$ cat src/rtl/fetch_next_pc_unit_pkg.sv
// Shared constants and state encoding for the fetch / next-PC unit.
// Opcode and funct3 values follow the RV64I base encoding.
package fetch_next_pc_unit_pkg;

  localparam logic [6:0] OP_BRANCH = 7'b1100011;
  localparam logic [6:0] OP_JAL    = 7'b1101111;
  localparam logic [6:0] OP_JALR   = 7'b1100111;

  localparam logic [2:0] F3_BEQ  = 3'b000;
  localparam logic [2:0] F3_BNE  = 3'b001;
  localparam logic [2:0] F3_BLT  = 3'b100;
  localparam logic [2:0] F3_BGE  = 3'b101;
  localparam logic [2:0] F3_JALR = 3'b000;

  typedef enum logic [2:0] {
    S_FETCH,
    S_WAIT,
    S_HOLD,
    S_RESOLVE,
    S_ERROR
  } state_t;

endpackage

$ cat src/rtl/fetch_next_pc_unit_next_pc_calc.sv
// Combinational next-PC resolution for branches, jal and jalr.
// All sums wrap modulo 2^XLEN.
module next_pc_calc
  import fetch_next_pc_unit_pkg::*;
#(
  parameter int XLEN = 64
) (
  input  logic [XLEN-1:0] pc,
  input  logic [6:0]      opcode,
  input  logic [2:0]      funct3,
  input  logic [XLEN-1:0] rs1_data,
  input  logic [XLEN-1:0] rs2_data,
  input  logic [XLEN-1:0] imm,
  output logic [XLEN-1:0] next_pc
);

  logic [XLEN-1:0] seq_pc;
  logic [XLEN-1:0] rel_pc;
  logic [XLEN-1:0] jalr_sum;
  logic            taken;
  logic            is_jalr;

  assign seq_pc   = pc + XLEN'(4);
  assign rel_pc   = pc + imm;
  assign jalr_sum = rs1_data + imm;
  assign is_jalr  = (opcode == OP_JALR) && (funct3 == F3_JALR);

  always_comb begin
    taken = 1'b0;
    case (funct3)
      F3_BEQ:  taken = (rs1_data == rs2_data);
      F3_BNE:  taken = (rs1_data != rs2_data);
      F3_BLT:  taken = ($signed(rs1_data) < $signed(rs2_data));
      F3_BGE:  taken = ($signed(rs1_data) >= $signed(rs2_data));
      default: taken = 1'b0;
    endcase
  end

  always_comb begin
    next_pc = seq_pc;
    unique case (1'b1)
      (opcode == OP_BRANCH): next_pc = taken ? rel_pc : seq_pc;
      (opcode == OP_JAL):    next_pc = rel_pc;
      is_jalr:               next_pc = {jalr_sum[XLEN-1:1], 1'b0};
      default:               next_pc = seq_pc;
    endcase
  end

endmodule

$ cat src/rtl/fetch_next_pc_unit.sv
// Fetch stage: owns the PC, runs one instruction at a time through
// request, response, decoder handoff and execute-stage resolution.
module fetch_next_pc_unit
  import fetch_next_pc_unit_pkg::*;
#(
  parameter int              XLEN     = 64,
  parameter logic [XLEN-1:0] RESET_PC = '0
) (
  input  logic            clk,
  input  logic            rst_n,
  output logic            imem_req,
  input  logic            imem_gnt,
  output logic [XLEN-1:0] imem_addr,
  input  logic            imem_rvalid,
  input  logic [31:0]     imem_rdata,
  output logic            inst_valid,
  input  logic            inst_ready,
  output logic [31:0]     inst,
  output logic [XLEN-1:0] inst_pc,
  input  logic            upd_valid,
  input  logic [6:0]      upd_opcode,
  input  logic [2:0]      upd_funct3,
  input  logic [XLEN-1:0] rs1_data,
  input  logic [XLEN-1:0] rs2_data,
  input  logic [XLEN-1:0] imm,
  output logic            misalign
);

  state_t          state;
  logic [XLEN-1:0] pc;
  logic [XLEN-1:0] next_pc;

  assign imem_addr = pc;

  next_pc_calc #(.XLEN(XLEN)) u_calc (
    .pc       (pc),
    .opcode   (upd_opcode),
    .funct3   (upd_funct3),
    .rs1_data (rs1_data),
    .rs2_data (rs2_data),
    .imm      (imm),
    .next_pc  (next_pc)
  );

  always_ff @(posedge clk) begin
    if (!rst_n) begin
      state      <= S_FETCH;
      pc         <= RESET_PC;
      imem_req   <= 1'b0;
      inst_valid <= 1'b0;
      inst       <= '0;
      inst_pc    <= '0;
      misalign   <= 1'b0;
    end else begin
      unique case (state)
        S_FETCH: begin
          if (!imem_req) begin
            imem_req <= 1'b1;
          end else if (imem_gnt) begin
            imem_req <= 1'b0;
            state    <= S_WAIT;
          end
        end
        S_WAIT: begin
          if (imem_rvalid) begin
            inst       <= imem_rdata;
            inst_pc    <= pc;
            inst_valid <= 1'b1;
            state      <= S_HOLD;
          end
        end
        S_HOLD: begin
          if (inst_ready) begin
            inst_valid <= 1'b0;
            state      <= S_RESOLVE;
          end
        end
        S_RESOLVE: begin
          if (upd_valid) begin
            // A misaligned target parks the unit with the PC untouched.
            if (next_pc[1:0] != 2'b00) begin
              misalign <= 1'b1;
              state    <= S_ERROR;
            end else begin
              pc       <= next_pc;
              imem_req <= 1'b1;
              state    <= S_FETCH;
            end
          end
        end
        S_ERROR: begin
          imem_req <= 1'b0;
        end
        default: state <= S_ERROR;
      endcase
    end
  end

endmodule
$ cat config.mk
export PLATFORM = sky130hd
export DESIGN_NAME = fetch_next_pc_unit
export DESIGN_NICKNAME = d
export VERILOG_FILES = /design/src/rtl/fetch_next_pc_unit_pkg.sv /design/src/rtl/fetch_next_pc_unit_next_pc_calc.sv /design/src/rtl/fetch_next_pc_unit.sv
export SDC_FILE = /design/constraint.sdc
export NUM_CORES = 1
export LEC_CHECK = 0
export CELL_PAD_IN_SITES_DETAIL_PLACEMENT = 2
export CELL_PAD_IN_SITES_GLOBAL_PLACEMENT = 2
export CORE_ASPECT_RATIO = 2
export CORE_MARGIN = 2
export CORE_UTILIZATION = 28
export DETAILED_ROUTE_END_ITERATION = 10
export GPL_TIMING_DRIVEN = 0
export HOLD_SLACK_MARGIN = 0.02
export PLACE_DENSITY_LB_ADDON = 0.1
export SLEW_MARGIN = 40
export SYNTH_ARGS = -nofsm -noshare
export SYNTH_HDL_FRONTEND = slang
export SYNTH_SLANG_ARGS = --single-unit
$ cat constraint.sdc
create_clock -name clk -period 5.2 [get_ports clk]
set_input_delay 1.04 -clock clk [delete_from_list [all_inputs] [get_ports clk]]
set_output_delay 1.04 -clock clk [all_outputs]
set_load 0.03 [all_outputs]
==> out/metrics.sh <==
PLACED_CELLS_INCL_TAPS=3511
FINAL-MAX-SLEW-VIOLATION-COUNT=0
POST_LAYOUT_NONFILLER_INSTANCES=3549
MIN-DELAY-START='inst_pc[13]'
ANT_NETS=0
FINALNETCOUNT=3198
CLOCK_TREE.HTREE_LEVEL_COUNT=4
DOMINANT_DELAY_CONTRIBUTOR_BY_CELL_FAMILY_ON_THE_CRITICAL_PATH='compound AO/OA/AOI/OAI gates'
FF_LATCH_AREA_UM2=3320
FIN_WORST_HOLD_SLACK_NS=0.460
CRITICAL_PATH_CLASS='input pin to flop'
PERIOD_MINUS_SLACK_NS=5.11
CRITICAL_PATH.ENDPOINT_TYPE='flop'
MAXCAPVIOLCOUNT=0
WIDTH_OF_THE_CHIP_UM=177
FINAL.PERIOD_UTILIZATION_PCT=98.2
CTS-ROOT-TO-SINK-BUFFERS=2
FINAL-SETUP-VIOL-COUNT=0
OVERFLOW=0
DIE_OUTLINE_AREA_UM2=61700
DESIGN.PORTCOUNT=403
FRACTION_OF_LAYOUT_CELLS_WITH_A_SIZE_SUFFIX_ABOVE_1_PCT=4.35
INITIALDRTVIOLATIONCOUNT=878
CRITPATHMAXSTAGEDELAY_NS=0.45
SYNTH_NETS=2774
SYNTH-ASYNC-RESET-RATIO_PCT=0
CRITICAL-PATH-SLOWEST-CELL='sky130_fd_sc_hd__clkdlybuf4s50_1'
UTILIZATION_PCT=38.2
POWER.IR.VDD_WORST_mV=0.212
YS.FLOP_TYPE='sky130_fd_sc_hd__dfxtp_1'
SYN-CELL-AREA_UM2=16700
DRT_DRC_VIOLATIONS_LEFT=0
NUM_ROWS=126
CP_DATA_ARRIVAL_TIME_NS=5.45
COREAREA_UM2=59000
WIRE_PER_INST_UM=27.6
CRITICAL_PATH.STARTPOINT_TYPE='input pin'
DIE-HEIGHT_UM=349
TIMING.HOLD.WORST_ENDPOINT='inst_pc[13]'
REQUIRED_NS=5.54
SYNTH_TOP_CELL_BY_AREA='sky130_fd_sc_hd__dfxtp_1'
FMAX_GHz=0.196
HPWLAFTERDP_UM=81600
WORSTPATHCELLLIST='clkdlybuf4s50_1 -> inv_1 -> ha_1 -> nand4_1 -> nor3_4 -> buf_12 -> nand2_1 -> nand4b_1 -> o2111ai_4 -> or2_1 -> o311ai_1 -> a211oi_2 -> buf_4 -> o21ai_4 -> clkbuf_4 -> o22ai_1 -> a31oi_1 -> o32ai_1'
GRT_ANTENNA_BEFORE_REPAIR=3
HOLDCRITPATHCLASS='flop to flop'
MULTI_INPUT_COMB_AREA_UM2=12600
YOSYSWARNINGS=0
DR.PASS1.ITERS=5
TRITONCTS_NUM_SINKS=166
GRT.TOTAL_USAGE_PCT=31.2
WORST_R2R_END='imem_addr[55]'
SYNTH-EDFF-COUNT=0
STATIC-LEAKAGE-POWER_nW=8.77
CP_MAX_FO=10
CLK_PIN_SLEW_WORST_PATHS_NS=0.08
POST-PLACE-WS_NS=-1.62
WORST-PATH-BUF-INV=5
ROUTED_WL_UM=98000
INITIAL_CORE_UTIL_PCT=28.3
VIAS=20500
HOLD-PATH-CELL-COUNT=2
FIN_SETUP_TNS_NS=0
POWER.DENSITY_CELL_AREA_nW_PER_UM2=205
WORSTREGTOREGCELLS=13
CLOCK_NETWORK_LATENCY_TO_THE_LATER_PIN_OF_THE_WORST_SKEW_PAIR_NS=0.47
ACTUAL_TRANSITION_AT_THE_WORST_MAX_TRANSITION_PIN_NS=0.884
FINAL_HOLD_VIOL_COUNT=0
CTS-BUFFERS-INSERTED=17
FINAL.FILL_COUNT=6984
CTSROOTBUFFERMASTER='sky130_fd_sc_hd__clkbuf_16'
MEAN_POST_SYNTH_CELL_AREA_UM2=7.12
FINAL_WORST_CLOCK_SKEW_NS=0.0126
SYNTHDOMINANTCELLAREASHARE_PCT=19.9
SYNTH.YOSYS.SEQ_AREA_SHARE_PCT=19.9
MAX-SLEW-MARGIN-REL_PCT=41.0
REG2REG_SLACK_NS=0.77
WORST_SLACK_NS=0.0912
IO_BUFFERS=400
STATUS='finished, final reports clean'
FIRST_PASS_GRT_WIRE_LENGTH_UM=143000
FLOW.AREA_GROWTH_FROM_SYNTHESIS_PCT=34.8
SYN-INSTANCE-COUNT=2342
RSZ_0062_RAISED_AFTER_GLOBAL_ROUTING='no'
SYNTH-SEQ-CELLS=166
PLACE.GP.CONGESTION=0.931
R2R-START='imem_addr[2]'
GRT_START_MAX_NET_PINS=17
NETLIST-CELL-TYPE-COUNT=83
CRITICAL_PATH_DEPTH=18
CTS_TREE='yes'
NETLIST_TOP_CELLS_AREA='sky130_fd_sc_hd__dfxtp_1 20%, sky130_fd_sc_hd__ha_1 14%, sky130_fd_sc_hd__a21oi_1 9.8%'
DRT_VIA_DENSITY=5.78
GRT_PASS1_VIAS=22800
## area by class of cell
type	count	area share, %
Clock inverter	14	0.734
Buffer	122	2.43
Antenna cell	2	0.0222
Clock buffer	18	1.91
Tap cell	768	4.27
Multi-Input combinational cell	1945	56.0
Inverter	109	1.82
Sequential cell	166	14.8
Timing Repair Buffer	405	18.0
## synthesized netlist by cell type, types with 27 or more instances
cell	instances
sky130_fd_sc_hd__a21oi_1	326
sky130_fd_sc_hd__o21bai_1	27
sky130_fd_sc_hd__o22ai_1	37
sky130_fd_sc_hd__o21ai_0	109
sky130_fd_sc_hd__nor3_1	39
sky130_fd_sc_hd__xor2_1	56
sky130_fd_sc_hd__clkbuf_1	94
sky130_fd_sc_hd__and3_1	32
sky130_fd_sc_hd__nor2_1	129
sky130_fd_sc_hd__inv_1	109
sky130_fd_sc_hd__nand3_1	78
sky130_fd_sc_hd__nand4_1	52
sky130_fd_sc_hd__ha_1	190
sky130_fd_sc_hd__a21o_1	71
sky130_fd_sc_hd__xnor2_1	79
sky130_fd_sc_hd__nand2_1	360
sky130_fd_sc_hd__o21ai_1	31
sky130_fd_sc_hd__dfxtp_1	166
## registers in the layout (all words and copies together) (netlist names)
| name | flops |
|---|---|
| state | 3 |
| inst | 32 |
| misalign | 1 |
| imem_addr | 64 |
| inst_valid | 1 |
| inst_pc | 64 |
| imem_req | 1 |
## cells by family after synthesis
logic type,count (synthesis),share of synthesized area (%)
compound gates,821,30.8
flops,166,19.9
buf+inv,231,5.55
fa+ha+maj,192,14.5
simple gates,794,22.0
mux,3,0.180
xor+xnor,135,7.09
## tightest hold or removal path: cells and delay by family, from the launching register on
kind	cells	cell delay, ns
DFF	1	0.31
and+or+nand+nor	1	0.05
AOI/OAI and AO/OA	1	0.05
## worst max path at each step
stage                       startpoint       endpoint  slack (ns)
after global placement    rs2_data[63]  imem_addr[30]       -2.57
after detailed placement  rs2_data[63]  imem_addr[30]       -1.62
after global routing      rs2_data[63]  imem_addr[41]       0.001
after CTS                  rs1_data[0]  imem_addr[60]       0.003
after floorplan           rs2_data[27]       imem_req        1.18
final                     rs2_data[63]  imem_addr[30]        0.09
## stage by stage
step	total power [mW]	instance area (um^2)
after floorplan	2.40	16700
after global placement	3.16	21700
after detailed placement	3.23	21700
after CTS	4.62	22400
after global routing	4.82	22500
final	4.60	22500
## cell usage in the layout, fill, tap and decap left out, types with 79 or more instances in the layout
master and count:
sky130_fd_sc_hd__a21oi_1 323, sky130_fd_sc_hd__ha_1 190, sky130_fd_sc_hd__xnor2_1 79, sky130_fd_sc_hd__inv_1 109, sky130_fd_sc_hd__nand2_1 360, sky130_fd_sc_hd__nor2_1 129
sky130_fd_sc_hd__dfxtp_1 166, sky130_fd_sc_hd__o21ai_0 105, sky130_fd_sc_hd__clkbuf_1 83, sky130_fd_sc_hd__clkdlybuf4s50_1 400
## report_power, final
part	internal, mW	total (mW)	leakage, nW	switching [mW]
sequential	1.32	1.39	1.34	0.0634
combinational	0.681	1.83	7.15	1.15
clock	0.723	1.38	0.285	0.660
## routing by layer
layer	global-route usage (%)	vias to the layer above	part of all wire, %
met2	61.5	624	55
met5	0	-	0.016
met3	3.14	246	3.3
met4	20.9	2	7.7
met1	29.6	10200	34
li1	-	9407	-
## what timing repair did
item	CTS	global route
resized for setup	16	14
hold buffers	0	0
pin swaps	3	1
buffers inserted	3	1
endpoints found under the setup margin	67	52
(Power assumes the default switching activity.)
